File: config.mk
export PLATFORM = sky130hd
export DESIGN_NAME = mem_port_arbiter_flat
export DESIGN_NICKNAME = d
export VERILOG_FILES = /design/src/rtl/mem_port_arbiter_if.sv /design/src/rtl/mem_port_arbiter.sv /design/src/flat_wrapper.sv
export SDC_FILE = /design/constraint.sdc
export NUM_CORES = 1
export LEC_CHECK = 0
export CORE_MARGIN = 1.5
export CORE_UTILIZATION = 46
export DETAILED_ROUTE_END_ITERATION = 10
export HOLD_SLACK_MARGIN = 0.06
export PLACE_DENSITY = 0.88
export SLEW_MARGIN = 20
export SYNTH_ARGS = -nofsm -noshare
export SYNTH_HDL_FRONTEND = slang
export SYNTH_SLANG_ARGS = --single-unit
export TNS_END_PERCENT = 10
File: constraint.sdc
create_clock -name clk -period 2.9 [get_ports clk]
set_input_delay 0.29 -clock clk [delete_from_list [all_inputs] [get_ports clk]]
set_output_delay 0.29 -clock clk [all_outputs]
set_load 0.005 [all_outputs]
File: src/rtl/mem_port_arbiter_if.sv
// Handshake bundle between the fetch/data requesters, the arbiter and the shared memory.
// The master side drives requests and memory responses; the slave side is the arbiter.
interface mem_port_arbiter_if;
  logic        if_req;
  logic [31:0] if_addr;
  logic        if_flush;
  logic [31:0] if_rdata;
  logic        if_done;
  logic        if_stall;

  logic        d_req;
  logic        d_we;
  logic [31:0] d_addr;
  logic [31:0] d_wdata;
  logic [3:0]  d_be;
  logic [31:0] d_rdata;
  logic        d_done;
  logic        d_stall;

  logic        bus_err;

  logic        mem_req;
  logic        mem_we;
  logic [31:0] mem_addr;
  logic [31:0] mem_wdata;
  logic [3:0]  mem_be;
  logic [31:0] mem_rdata;
  logic        mem_ready;

  modport master (
    output if_req, if_addr, if_flush,
    input  if_rdata, if_done, if_stall,
    output d_req, d_we, d_addr, d_wdata, d_be,
    input  d_rdata, d_done, d_stall,
    input  bus_err,
    input  mem_req, mem_we, mem_addr, mem_wdata, mem_be,
    output mem_rdata, mem_ready
  );

  modport slave (
    input  if_req, if_addr, if_flush,
    output if_rdata, if_done, if_stall,
    input  d_req, d_we, d_addr, d_wdata, d_be,
    output d_rdata, d_done, d_stall,
    output bus_err,
    output mem_req, mem_we, mem_addr, mem_wdata, mem_be,
    input  mem_rdata, mem_ready
  );
endinterface

File: src/rtl/mem_port_arbiter.sv
// Shares one single-port memory between fetch and load/store; done pulses the cycle after mem_ready or timeout.
// Define ARB_FAIR_EN to alternate grants on ties via last_grant; otherwise data always wins.
module mem_port_arbiter #(
  parameter int unsigned TIMEOUT_CYCLES = 255,
  parameter logic [31:0] ERR_RDATA      = 32'hDEADBEEF
) (
  input  logic              clk,
  input  logic              rst,
  mem_port_arbiter_if.slave io_bus
);
  localparam logic [15:0] CNT_LAST = 16'(TIMEOUT_CYCLES - 1);

  typedef enum logic [1:0] {
    IDLE    = 2'd0,
    IF_BUSY = 2'd1,
    D_BUSY  = 2'd2
  } state_t;

  state_t      r_state;
  state_t      w_state_nxt;
  logic [15:0] r_cnt;
  logic        r_drop;
  logic        r_mem_req;
  logic        r_mem_we;
  logic [31:0] r_mem_addr;
  logic [31:0] r_mem_wdata;
  logic [3:0]  r_mem_be;
  logic [31:0] r_if_rdata;
  logic [31:0] r_d_rdata;
  logic        r_if_done;
  logic        r_d_done;
  logic        r_bus_err;

  logic        w_grant_d;
  logic        w_grant_if;
  logic        w_busy;
  logic        w_ready;
  logic        w_expire;
  logic        w_end;
  logic        w_drop_now;

`ifdef ARB_FAIR_EN
  logic        r_last_grant;   // 0 = fetch served last, 1 = data served last
`endif

  always_ff @(posedge clk or negedge rst) begin
    if (!rst) begin
      r_state <= IDLE;
    end else begin
      r_state <= w_state_nxt;
    end
  end

  always_comb begin
    w_grant_d   = 1'b0;
    w_grant_if  = 1'b0;
    w_state_nxt = r_state;
    w_busy      = (r_state != IDLE);
    w_ready     = w_busy & io_bus.mem_ready;
    // mem_ready on the limit cycle wins over the timeout
    w_expire    = w_busy & ~io_bus.mem_ready & (r_cnt == CNT_LAST);
    w_end       = w_ready | w_expire;
    w_drop_now  = (r_state == IF_BUSY) & (r_drop | io_bus.if_flush);
    case (r_state)
      IDLE: begin
`ifdef ARB_FAIR_EN
        if (io_bus.d_req & io_bus.if_req) begin
          w_grant_d  = ~r_last_grant;
          w_grant_if = r_last_grant;
        end else begin
          w_grant_d  = io_bus.d_req;
          w_grant_if = io_bus.if_req;
        end
`else
        w_grant_d  = io_bus.d_req;
        w_grant_if = io_bus.if_req & ~io_bus.d_req;
`endif
        if (w_grant_d) begin
          w_state_nxt = D_BUSY;
        end else if (w_grant_if) begin
          w_state_nxt = IF_BUSY;
        end
      end
      IF_BUSY, D_BUSY: begin
        if (w_end) begin
          w_state_nxt = IDLE;
        end
      end
      default: w_state_nxt = IDLE;
    endcase
  end

  always_ff @(posedge clk or negedge rst) begin
    if (!rst) begin
      r_cnt       <= 16'd0;
      r_drop      <= 1'b0;
      r_mem_req   <= 1'b0;
      r_mem_we    <= 1'b0;
      r_mem_addr  <= 32'd0;
      r_mem_wdata <= 32'd0;
      r_mem_be    <= 4'd0;
      r_if_rdata  <= 32'd0;
      r_d_rdata   <= 32'd0;
      r_if_done   <= 1'b0;
      r_d_done    <= 1'b0;
      r_bus_err   <= 1'b0;
    end else begin
      r_if_done <= 1'b0;
      r_d_done  <= 1'b0;
      r_bus_err <= 1'b0;
      if (r_state == IDLE) begin
        r_cnt  <= 16'd0;
        r_drop <= 1'b0;
        if (w_grant_d) begin
          r_mem_req   <= 1'b1;
          r_mem_we    <= io_bus.d_we;
          r_mem_addr  <= io_bus.d_addr;
          r_mem_wdata <= io_bus.d_wdata;
          r_mem_be    <= io_bus.d_be;
        end else if (w_grant_if) begin
          r_mem_req   <= 1'b1;
          r_mem_we    <= 1'b0;
          r_mem_addr  <= io_bus.if_addr;
          r_mem_wdata <= 32'd0;
          r_mem_be    <= 4'hF;
        end
      end else if (w_end) begin
        r_mem_req <= 1'b0;
        r_mem_we  <= 1'b0;
        r_drop    <= 1'b0;
        r_bus_err <= w_expire;
        if (r_state == D_BUSY) begin
          r_d_done <= 1'b1;
          if (!r_mem_we) begin
            r_d_rdata <= w_expire ? ERR_RDATA : io_bus.mem_rdata;
          end
        end else if (!w_drop_now) begin
          r_if_done  <= 1'b1;
          r_if_rdata <= w_expire ? ERR_RDATA : io_bus.mem_rdata;
        end
      end else begin
        r_cnt <= r_cnt + 16'd1;
        if ((r_state == IF_BUSY) && io_bus.if_flush) begin
          r_drop <= 1'b1;
        end
      end
    end
  end

`ifdef ARB_FAIR_EN
  always_ff @(posedge clk or negedge rst) begin
    if (!rst) begin
      r_last_grant <= 1'b0;
    end else if (w_grant_d) begin
      r_last_grant <= 1'b1;
    end else if (w_grant_if) begin
      r_last_grant <= 1'b0;
    end
  end
`endif

  assign io_bus.mem_req   = r_mem_req;
  assign io_bus.mem_we    = r_mem_we;
  assign io_bus.mem_addr  = r_mem_addr;
  assign io_bus.mem_wdata = r_mem_wdata;
  assign io_bus.mem_be    = r_mem_be;
  assign io_bus.if_rdata  = r_if_rdata;
  assign io_bus.if_done   = r_if_done;
  assign io_bus.d_rdata   = r_d_rdata;
  assign io_bus.d_done    = r_d_done;
  assign io_bus.bus_err   = r_bus_err;
  assign io_bus.if_stall  = io_bus.if_req & ~r_if_done;
  assign io_bus.d_stall   = io_bus.d_req & ~r_d_done;

endmodule
File: src/flat_wrapper.sv
// flat-port wrapper written by rule: the top's interface ports become plain ports
module mem_port_arbiter_flat 
#(
  parameter int unsigned TIMEOUT_CYCLES = 255,
  parameter logic [31:0] ERR_RDATA      = 32'hDEADBEEF
)
  (clk, rst, io_bus_if_req, io_bus_if_addr, io_bus_if_flush, io_bus_if_rdata, io_bus_if_done, io_bus_if_stall, io_bus_d_req, io_bus_d_we, io_bus_d_addr, io_bus_d_wdata, io_bus_d_be, io_bus_d_rdata, io_bus_d_done, io_bus_d_stall, io_bus_bus_err, io_bus_mem_req, io_bus_mem_we, io_bus_mem_addr, io_bus_mem_wdata, io_bus_mem_be, io_bus_mem_rdata, io_bus_mem_ready);
  mem_port_arbiter_if io_bus_i ();
  input  logic clk;
  input  logic rst;
  input wire logic [$bits(io_bus_i.if_req)-1:0] io_bus_if_req;
  input wire logic [$bits(io_bus_i.if_addr)-1:0] io_bus_if_addr;
  input wire logic [$bits(io_bus_i.if_flush)-1:0] io_bus_if_flush;
  output wire logic [$bits(io_bus_i.if_rdata)-1:0] io_bus_if_rdata;
  output wire logic [$bits(io_bus_i.if_done)-1:0] io_bus_if_done;
  output wire logic [$bits(io_bus_i.if_stall)-1:0] io_bus_if_stall;
  input wire logic [$bits(io_bus_i.d_req)-1:0] io_bus_d_req;
  input wire logic [$bits(io_bus_i.d_we)-1:0] io_bus_d_we;
  input wire logic [$bits(io_bus_i.d_addr)-1:0] io_bus_d_addr;
  input wire logic [$bits(io_bus_i.d_wdata)-1:0] io_bus_d_wdata;
  input wire logic [$bits(io_bus_i.d_be)-1:0] io_bus_d_be;
  output wire logic [$bits(io_bus_i.d_rdata)-1:0] io_bus_d_rdata;
  output wire logic [$bits(io_bus_i.d_done)-1:0] io_bus_d_done;
  output wire logic [$bits(io_bus_i.d_stall)-1:0] io_bus_d_stall;
  output wire logic [$bits(io_bus_i.bus_err)-1:0] io_bus_bus_err;
  output wire logic [$bits(io_bus_i.mem_req)-1:0] io_bus_mem_req;
  output wire logic [$bits(io_bus_i.mem_we)-1:0] io_bus_mem_we;
  output wire logic [$bits(io_bus_i.mem_addr)-1:0] io_bus_mem_addr;
  output wire logic [$bits(io_bus_i.mem_wdata)-1:0] io_bus_mem_wdata;
  output wire logic [$bits(io_bus_i.mem_be)-1:0] io_bus_mem_be;
  input wire logic [$bits(io_bus_i.mem_rdata)-1:0] io_bus_mem_rdata;
  input wire logic [$bits(io_bus_i.mem_ready)-1:0] io_bus_mem_ready;
  assign io_bus_i.if_req = io_bus_if_req;
  assign io_bus_i.if_addr = io_bus_if_addr;
  assign io_bus_i.if_flush = io_bus_if_flush;
  assign io_bus_if_rdata = io_bus_i.if_rdata;
  assign io_bus_if_done = io_bus_i.if_done;
  assign io_bus_if_stall = io_bus_i.if_stall;
  assign io_bus_i.d_req = io_bus_d_req;
  assign io_bus_i.d_we = io_bus_d_we;
  assign io_bus_i.d_addr = io_bus_d_addr;
  assign io_bus_i.d_wdata = io_bus_d_wdata;
  assign io_bus_i.d_be = io_bus_d_be;
  assign io_bus_d_rdata = io_bus_i.d_rdata;
  assign io_bus_d_done = io_bus_i.d_done;
  assign io_bus_d_stall = io_bus_i.d_stall;
  assign io_bus_bus_err = io_bus_i.bus_err;
  assign io_bus_mem_req = io_bus_i.mem_req;
  assign io_bus_mem_we = io_bus_i.mem_we;
  assign io_bus_mem_addr = io_bus_i.mem_addr;
  assign io_bus_mem_wdata = io_bus_i.mem_wdata;
  assign io_bus_mem_be = io_bus_i.mem_be;
  assign io_bus_i.mem_rdata = io_bus_mem_rdata;
  assign io_bus_i.mem_ready = io_bus_mem_ready;
  mem_port_arbiter #(.TIMEOUT_CYCLES(TIMEOUT_CYCLES), .ERR_RDATA(ERR_RDATA)) u_core (.clk(clk), .rst(rst), .io_bus(io_bus_i));
endmodule
# Word-level counts from Yosys, hierarchy flattened
# Cells that the tools add are included.
# totals
regBits	156
latchBits	0
ramBits	0
mem_bits_ro	0
inputBits	139
output_inout_bits	139
n_memories	0
# classes
add_sub_neg	1
mul	0
div_mod_pow	0
order_cmp	0
n_eq_ne	7
n_shift	0
muxes	34
bitwise_logic	17
n_reduce_logical	12
# ops
operator	n
two-way mux 32 bit	5
two-way mux 16 bit	2
two-way mux 1 bit	21
adder 16 x 1 -> 16 bit, second input constant	1
equality test 16 x 8 -> 1 bit, second input constant	1
two-way mux 4 bit	2
inverter 1 bit	8
AND reduction 4 bit	2
AND 1 bit	7
two-way mux 2 bit	3
AND reduction 2 bit	3
nonzero test 2 bit	3
one-hot mux 2 bit (2 select lines)	1
inequality test 3 x 1 -> 1 bit, second input constant	1
inequality test 3 x 2 -> 1 bit, second input constant	1
nonzero test 3 bit	1
equality test 2 x 1 -> 1 bit, second input constant	1
equality test 2 bit, second input constant	1
logical NOT 2 bit	1
inequality test 2 x 1 -> 1 bit, second input constant	1
inequality test 2 bit, second input constant	1
bitwise OR 1 bit	2
OR reduction 2 bit	1
logical AND 1 bit	1

# Logic depth before layout (Yosys ltp)
# depth
ltp_word	6
mapped_depth	9
depth_no_buf	8

# Worst setup path before layout
# OpenSTA, ideal clock, no wires.
# synth_timing
kind	reg-to-reg
from	reg u_core.r_state[0]
to	reg u_core.r_state[1]
setup_time_ns	0.127
arrival_time_ns	1.776
required_ns	2.773
slack_ns	0.997
path_stages_with_launch	9
synth_period_minus_slack_ns	1.903
path_cell_list	dfrtp_1 -> inv_1 -> ha_1 -> nor4_1 -> nand4_1 -> clkbuf_1 -> o211ai_2 -> mux2i_1 -> o31ai_1
# synth_between
elab_chain_len	6
# synth_lines
item	line_no	text
start: declaration	mem_port_arbiter.sv:19	state_t r_state;
start signal: assignment	mem_port_arbiter.sv:50	r_state <= w_state_nxt;
nonzero test 2 bit	mem_port_arbiter.sv:58	w_busy = (r_state != IDLE);
AND 1 bit (2 in series)	mem_port_arbiter.sv:61	w_expire = w_busy & ~io_bus.mem_ready & (r_cnt == CNT_LAST);
bitwise OR 1 bit	mem_port_arbiter.sv:62	w_end = w_ready | w_expire;
inequality test 2 x 1 -> 1 bit (no source line)	-	
AND reduction 2 bit (no source line)	-	
# Several ways; a longest one is shown, not always the timed one.
# A chain may end at the register's enable or synchronous reset.

# Worst setup path in the final report
# layout_timing
from	reg u_core.r_state[0]
to	reg u_core.r_d_rdata[6], in the netlist u_core.io_bus.d_rdata[6]
# layout_between
elab_chain_len	5
# layout_lines
item	line_no	text
nonzero test 2 bit	mem_port_arbiter.sv:58	
AND 1 bit (2 in series)	mem_port_arbiter.sv:61	
bitwise OR 1 bit	mem_port_arbiter.sv:62	
AND reduction 4 bit (no source line)	-	
end signal: assignment	mem_port_arbiter.sv:135	r_d_rdata <= w_expire ? ERR_RDATA : io_bus.mem_rdata;
end: declaration	mem_port_arbiter.sv:29	logic [31:0] r_d_rdata;
# Several ways; a longest one is shown, not always the timed one.

==> results.py <==
metrics = {
    "yosys": {
        "muxShareOfSynthArea_pct": 0.1563,
        "synth_top_family_by_area": "compound AO/OA/AOI/OAI gates",
        "synth_flop_cell": "dfrtp_1",
        "synth_area_um2": 6404,
        "ys_ff_latch": 156,
        "syn_area_per_cell_um2": 11.86,
        "synth_area_leader_cell": "dfrtp_1",
        "synthSimpleGateAreaFrac_pct": 12.50,
        "syn_nets": 684,
        "synthCells": 540,
        "synthDominantCellAreaShare_pct": 60.96,
        "async_flop_share_pct": 100.0,
        "yosysSeqAreaShare_pct": 60.96,
        "synthTopCellsByCount": "156 x dfrtp_1, 52 x o22a_1, 48 x a22o_1",
        "synthXorXnorAreaFrac_pct": 1.368,
        "synth_most_common_cell": "dfrtp_1",
        "ys_warn_count": 0,
        "synth_edf_count": 0,
        "synth_compound_area_share_pct": 21.12,
        "yosys.area_share.adder_pct": 0.9769,
        "ys_types": 45,
        "yosys-top-cells-area": "dfrtp_1 61%, o22a_1 7.1%, a22o_1 6.6%, and3b_1 4.4%, a21oi_1 2.9%",
    },
    "critical_path": {
        "cp_cell_sequence": "inv_1, ha_1, nor4_1, and4_1, a21oi_2, nor2_4, o22a_1",
        "critical_path_class": "reg -> reg",
        "cp_num_buf_inv": 1,
        "reg2reg_to": "u_core.io_bus.d_rdata[6]",
        "crit_fanout": 24,
        "critPathArrivalTime_ps": 2930,
        "path_delay_family": "simple AND/OR/NAND/NOR gates",
        "cp-start-kind": "flop",
        "cp_slowest_stage_delay_ps": 540,
        "cpMaxStageDelayCell": "nor2_4",
        "regToRegSetupSlack_ps": 330,
        "timing.rr.start": "u_core.r_state[0]",
        "worst_r2r_path_depth": 7,
        "required_ps": 3260,
        "end_kind": "flop",
    },
    "clock_tree": {
        "insertion_delay_ps": 430,
        "cts_tree": "yes",
        "post_cts_resized": 0,
        "cts_sinks": 156,
        "clk_path_buf_depth": 2,
        "cts_buffers": 17,
        "post-cts-setup-buffer-count": 0,
        "clkSlewWorstSetupHoldPaths_ps": 60,
        "cts_hold_buf": 1,
        "h-tree-depth": 4,
        "cts_root_buffer": "clkbuf_16",
    },
    "die": {
        "top_level_ports": 278,
        "core_area_um2": 13400,
        "die_h_um": 121.0,
        "die_w_um": 121.0,
        "die_area_um2": 14640,
        "initial_core_util_pct": 47.79,
        "rows": 42,
    },
    "timing": {
        "fin_crit_sh_pct": 88.67,
        "tns_ps": 0,
        "slew_violations": 0,
        "finalSetupViolations": 0,
        "tightest_slew_ps": 788.5,
        "relSlewSlack_pct": 47.43,
        "finalHoldViolations": 0,
        "fin_crit_ps": 2572,
        "timing.final.ws_setup_ps": 328.5,
        "rsz0062_at_grt": "no",
        "fmax_mhz": 388.9,
        "skew_ps": 11.35,
    },
    "pwr": {
        "power.leakage_nw": 4.254,
        "power_mw": 9.934,
        "irDropWorstVdd_mv": 0.4569,
        "power.density_nw_per_um2": 999.0,
    },
    "cells_and_area": {
        "finalInstanceArea_um2": 9943,
        "regArea_um2": 3904,
        "drive_gt1_share_pct": 6.545,
        "area_growth_pct": 55.28,
        "multi_input_comb_area_um2": 2325,
        "n_antenna_cell": 0,
        "nFillCells": 851,
        "nets": 956,
    },
    "worst_hold_path": {
        "min_path_type": "in -> reg",
        "whs_path_depth": 3,
        "min_from": "io_bus_d_req",
        "worstHoldEndpoint": "u_core.io_bus.mem_req",
    },
    "global_route": {
        "overflow": 0,
        "grt_pass1_wl_um": 31620,
        "grt_pass1_vias": 5812,
        "grt_max_degree": 85,
        "antenna_found_initial": 0,
        "track_usage_pct": 28.27,
    },
    "run": {
        "cap_violations": 0,
    },
    "detailed_routing": {
        "drt_wl_total_um": 20460,
        "vias": 5663,
        "drc": 0,
        "drt_pass1_iterations": 6,
        "detail-route-antenna-nets": 0,
        "via_per_inst": 5.657,
        "drt_iter0_markers": 592,
        "wire_per_inst_um": 20.44,
    },
    "outcome": {
        "status": "finished clean",
    },
    "placed_design": {
        "place_area_um2": 9340,
        "dp_hpwl_um": 14120,
        "gp_congestion": 0.9051,
        "pre_cts_slack_ps": 478.6,
        "io_buffer_count": 277,
    },
}
==> cells in the final DEF, fill, tap and decap left out, types with 4 or more instances in the layout <==
cell / instances
and3b_1: 32
ha_1: 5
nor2b_1: 5
clkdlybuf4s50_1: 275
o21ai_0: 35
nand2_1: 44
nand4_1: 7
a21oi_1: 37
buf_4: 10
xor2_1: 8
inv_1: 4
dfrtp_1: 156
nor2_1: 19
a22o_1: 48
nor3_1: 6
o22a_1: 52
nand3_1: 7
clkbuf_16: 17
==> power breakdown <==
| part | internal (mW) | switching, mW | leakage, nW |
|---|---|---|---|
| combinational | 2.41 | 1.63 | 2.07 |
| clock | 1.32 | 0.893 | 0.283 |
| sequential | 3.09 | 0.589 | 1.90 |
| total | 6.82 | 3.12 | 4.25 |
==> cell families (layout without fill, tap and decap cells) <==
kind of cell    after synthesis  count (layout)
compound gates              187             187
flops                       156             156
simple gates                139             139
buf+inv                      42             327
xor+xnor                     10              10
fa+ha+maj                     5               5
mux                           1               1
==> tightest hold or removal path: cells and delay by family <==
kind            cells  cell delay, ps
compound gates      1              90
simple gates        1              70
buf+inv             1             170
==> routing by layer <==
metal / GRT usage, % / wire, um / vias up
li1: - / - / 2540
met5: 0 / 0 / -
met4: 11.10 / 707 / 0
met2: 48.90 / 10690 / 273
met1: 34.75 / 7793 / 2792
met3: 5.874 / 1268 / 58
==> state kept, by name (all words and copies together), names as in the netlist, 2 cells and up <==
register and count:
u_core.r_state 2, u_core.io_bus.d_rdata 32, u_core.io_bus.mem_wdata 32, u_core.io_bus.mem_be 4, u_core.r_cnt 16, u_core.io_bus.if_rdata 32
u_core.io_bus.mem_addr 32
==> worst max-delay path by stage <==
stage	from	to	cells past startpoint
detailed placement	u_core.r_state[0]	u_core.io_bus.d_rdata[3]	7
global placement	io_bus_mem_ready	u_core.io_bus.d_rdata[7]	6
CTS	u_core.r_state[0]	u_core.io_bus.d_rdata[6]	7
finish	u_core.r_state[0]	u_core.io_bus.d_rdata[6]	7
global route	u_core.r_state[0]	u_core.io_bus.d_rdata[27]	7
floorplan	u_core.r_state[0]	u_core.r_state[1]	8
==> through the flow <==
step	hold slack, ps	std cells	utilization [%]
final	239.2	1001	74.20
after global placement	392.1	968	69.70
after detailed placement	397.1	968	69.70
after global routing	240.0	1001	74.20
after CTS	230.4	1001	74.20
after floorplan	-5.591	540	-
==> final cells by class <==
type | instances | share of cell area (%)
clock inverters | 12 | 1.372
well taps | 176 | 2.215
repair buffers | 289 | 28.90
flip-flops and latches | 156 | 39.26
inverters | 6 | 0.2768
clock buffers | 20 | 4.593
multi-input cells | 342 | 23.38
Power figures use the tool's default switching activity.
==> edit 1: new RTL, same settings <==
The option `ARB_FAIR_EN` is turned on by a define.
--- a/src/rtl/mem_port_arbiter.sv
+++ b/src/rtl/mem_port_arbiter.sv
@@ -2,2 +2,4 @@
 // Define ARB_FAIR_EN to alternate grants on ties via last_grant; otherwise data always wins.
+`define ARB_FAIR_EN
+
 module mem_port_arbiter #(
Check against the original RTL: not equivalent (a bounded check fails within 4 cycles, from zero or initial values and one cycle with rst low).
==> edit 1 against the unedited design <==
- setup slack better by 0.14 ns
- cell area is 1.7% lower
- critical path depth is 1 higher
- sequential share of layout area is 0.94 points higher
- wire length is 8.7% lower
- synthesized area is 2.9% lower
- sequential cell count is 1 higher
- total power is 1.9% higher
- largest power group unchanged
==> edit 1: results (changes against the unedited design) <==
Synthesis
  – Most numerous cell types in the synthesized netlist: dfrtp_1 (157), o22a_1 (52), a22o_1 (49), nand2_1 (48), o21ai_0 (36)
  – Unique masters post-synth: 44 (-2.2%)
  – Sequential-to-total area share from yosys stat: 0.6320 (+0.02243)
  – Synthesized area per cell: 12.24 µm² (+3.2%)
  – Area share of the leading cell type in the synthesized netlist: 0.6320 (+0.02243)

Drt
  – DR iter-0 viols: 366 (-38%)
  – Detailed Route WL: 18.69 mm (-8.7%)
  – WL met2: 9.651 mm (-9.7%)
  – Via density per instance: 5.632 (-0.44%)
  – Met1 layer wirelength in the final routing: 7.053 mm (-9.5%)

Placed design
  – Total cell area at the placement stage: 9176 µm² (-1.8%)
  – Dpl cells: 939 (-3.0%)
  – Pre-CTS setup slack: 0.5166 ns (+0.03801 ns)
  – Placed wire-length estimate: 13.40 mm (-5.1%)

Setup path
  – R2R depth: 8 (+1)
  – CP max FO: 25 (+4.2%)
  – Setup crit end: u_core.io_bus.if_rdata[2]$_DFFE_PN0P_
  – Register-to-register setup slack: 0.47 ns (+0.14 ns)
  – Max stage delay on crit path: 0.39 ns (-0.15 ns)
  – Critical path arrival: 2.78 ns (-0.15 ns)

Min path
  – Hold/Removal Path Class: in2async

Global route
  – First-pass GRT wire length: 29.59 mm (-6.4%)
  – Vias in the first global route: 5714 (-1.7%)
  – Global-route total usage across every layer: 0.2697 (-0.01297)
  – Met2 track demand over resource in global routing: 0.4780 (-0.01103)
  – Met3 track demand over resource in global routing: 0.06418 (+0.005436)
  – Largest net degree at the start of global routing: 95 (+12%)
  – Met1 track utilization from global routing: 0.3004 (-0.04711)

Power
  – Worst vdd rail ir drop: 0.0006153 V (+35%)
  – Leak pwr: 4.083 nW (-4.0%)
  – Relative contribution of combinational cells to total power: 0.413 (+0.006)
  – Net switching component of the power: 0.003134 W (+0.60%)

Final layout
  – Fraction of layout instances using a drive strength above 1: 0.06289 (-0.002561)
  – # nets final: 927 (-3.0%)
  – Non-filler instance count after layout: 971 (-3.0%)

Timing
  – Post-layout minimum cycle time: 2.435 ns (-0.1370 ns)
  – Slew HR: 0.6101 (+0.1358)
  – Worst-case hold slack: 0.4024 ns (+0.1633 ns)

Die
  – Initial cell density of the core: 0.4713 (-0.006613)

Outcome
  – Result of the run: complete, no violations
[edit 1: cell count changes after synthesis, sizes merged, moves of 3 or more]
| cell | unedited run | this run |
|---|---|---|
| o22ai | 2 | 32 |
| nand3 | 7 | 10 |
| nand2 | 45 | 49 |
| buf | 6 | 10 |
| nor2 | 20 | 17 |
| a21oi | 38 | 2 |
| a211oi | 3 | 0 |
| o21a | 0 | 3 |
| clkbuf | 30 | 22 |
| and3b | 32 | 0 |
[edit 1: layout make-up]
class                      instances  area, µm²
timing repair buffer             288       2884
tap                              176      220.2
clock buffer                      22      474.2
clock inverter                     9      112.6
multi-input combinational        312       2125
inverter                           7      28.78
fill                             826       3417
sequential                       157       3929
[edit 1: cells by family after synthesis]
kind of cell / after synthesis / synth area share
buffers and inverters: 39 / 0.02919
AOI/OAI and AO/OA: 184 / 0.2236
and+or+nand+nor: 114 / 0.09239
xor gates and xnor gates: 9 / 0.01268
adders and majority gates: 5 / 0.01006
DFF: 157 / 0.6320
==> edit 2: new RTL, same settings <==
Made on the original files. The 3 states of `state_t` get a one-hot encoding in 3 bits.
--- a/src/rtl/mem_port_arbiter.sv
+++ b/src/rtl/mem_port_arbiter.sv
@@ -12,6 +12,6 @@
 
-  typedef enum logic [1:0] {
-    IDLE    = 2'd0,
-    IF_BUSY = 2'd1,
-    D_BUSY  = 2'd2
+  typedef enum logic [2:0] {
+    IDLE    = 3'b001,
+    IF_BUSY = 3'b010,
+    D_BUSY  = 3'b100
   } state_t;
Behaviour: no difference found for any inputs over 4 cycles, from zero or initial values and one cycle with rst low; so few cycles prove little.
==> edit 2 against the unedited design <==
- final cell count up 0.40%
- sequential cell count up 1
- hold slack better by 0.22 ns
- wire length is 0.68% higher
- total power increased by 9.8%
- setup slack improved by 0.059 ns
- global-route usage down 0.87 points
- critical path depth fell by 1
- cell area rose by 2.3%
- synthesized area rose by 4.2%
- via count is 5.8% higher
- critical endpoint is now u_core.io_bus.d_rdata[2]$_DFFE_PN0P_
- largest power group unchanged
- highest routed layer unchanged
==> edit 2: results (changes against the unedited design) <==
Synthesis
  – Net count of the mapped netlist: 691 (+1.0%)
  – Cell count after synthesis: 550 (+1.9%)
  – Most numerous cell types in the synthesized netlist: dfrtp_1 (156), o22ai_1 (63), a21oi_1 (44), a22o_1 (32), clkbuf_1 (30)
  – Area share of the leading cell type in the synthesized netlist: 0.5853 (-0.02436)
  – Unique masters post-synth: 55 (+22%)
  – Cells taking the most area after synthesis: dfrtp_1 (59%), o22ai_1 (5.9%), a2bb2oi_2 (4.3%), a22o_1 (4.2%), a2bb2oi_1 (3.8%)

Outcome
  – Result of the run: complete, no violations

Setup path
  – Cell with the biggest individual delay on the critical path: and4b_1
  – Max stage delay on crit path: 0.69 ns (+0.15 ns)
  – Critical path arrival: 2.84 ns (-0.09 ns)

Timing
  – Transition time of the tightest slew-check pin: 0.9248 ns (+0.1363 ns)

Power
  – Worst vdd rail ir drop: 0.0006431 V (+41%)
  – Net switching component of the power: 0.003523 W (+13%)
  – Clock power share: 0.210 (-0.013)

Global route
  – Largest net degree at the start of global routing: 101 (+19%)
  – First-pass GRT wire length: 31.77 mm (+0.50%)
  – Global-route total usage across every layer: 0.2740 (-0.008703)
  – Vias in the first global route: 6187 (+6.5%)

Final layout
  – Layout clock buffers: 23 (+15%)
  – Area used by multi-input combinational logic: 2480 µm² (+6.7%)
  – Proportion of final cell area spent on non-clock buffers: 0.2841 (-0.004892)
  – Layout filler cell count: 898 (+5.5%)
  – # nets final: 953 (-0.31%)
  – Finished Core Util: 0.7240 (-0.01797)

Placed design
  – Pre-CTS setup slack: 0.3861 ns (-0.09251 ns)
  – Placed wire-length estimate: 14.24 mm (+0.85%)
  – Total cell area at the placement stage: 9542 µm² (+2.2%)
  – Final weighted congestion in routability-driven placement: 0.8407 (-7.1%)

Clocking
  – Clock Sinks: 157 (+0.64%)

Drt
  – Pre-Repair DR Iteration Count: 5 (-1)
  – Via density per instance: 5.962 (+5.4%)
edit 2: cell types whose count changed after synthesis, sizes merged, moves of 32 or more:
cell | unedited run | this run
a2bb2oi | 0 | 48
and3b | 32 | 0
nand2 | 45 | 11
o22a | 52 | 4
o22ai | 2 | 63
edit 2: routing by layer:
layer | vias to the layer above | wire length (µm) | part of all wire | GRT usage
met5 | - | 0 | 0 | 0
met4 | 0 | 745 | 0.036 | 0.1221
met3 | 54 | 1407 | 0.068 | 0.07565
met2 | 305 | 10530 | 0.51 | 0.4656
met1 | 2986 | 7918 | 0.38 | 0.3251
li1 | 2647 | - | - | -
edit 2: final timing paths:
kind	start	end	slack, ns	cells past startpoint
min in group asynchronous	rst	u_core.io_bus.mem_addr[22]$_DFFE_PN0P_	0.53	2
worst min register to register	u_core.io_bus.d_rdata[22]$_DFFE_PN0P_	u_core.io_bus.d_rdata[22]$_DFFE_PN0P_	0.49	1
worst max-delay path	u_core.r_cnt[0]$_DFFE_PN0P_	u_core.io_bus.d_rdata[2]$_DFFE_PN0P_	0.39	6
worst min-delay path	io_bus_d_be[3]	u_core.io_bus.mem_be[3]$_DFFE_PN0P_	0.46	2
max in group asynchronous	rst	u_core.io_bus.mem_addr[15]$_DFFE_PN0P_	1.53	3
worst max register to register	u_core.r_cnt[0]$_DFFE_PN0P_	u_core.io_bus.d_rdata[2]$_DFFE_PN0P_	0.39	6
edit 2: cells by family (layout without fill, tap and decap cells):
family                   count (synthesis)  count (layout)  synth area share
AO/OA/AOI/OAI                          236             236            0.2750
flip-flops                             157             157            0.5892
AND/OR/NAND/NOR                         97              97           0.08554
buffers and inverters                   54             329           0.04127
XOR/XNOR                                 4               4          0.005252
adder cells (fa/ha/maj)                  2               2          0.003751
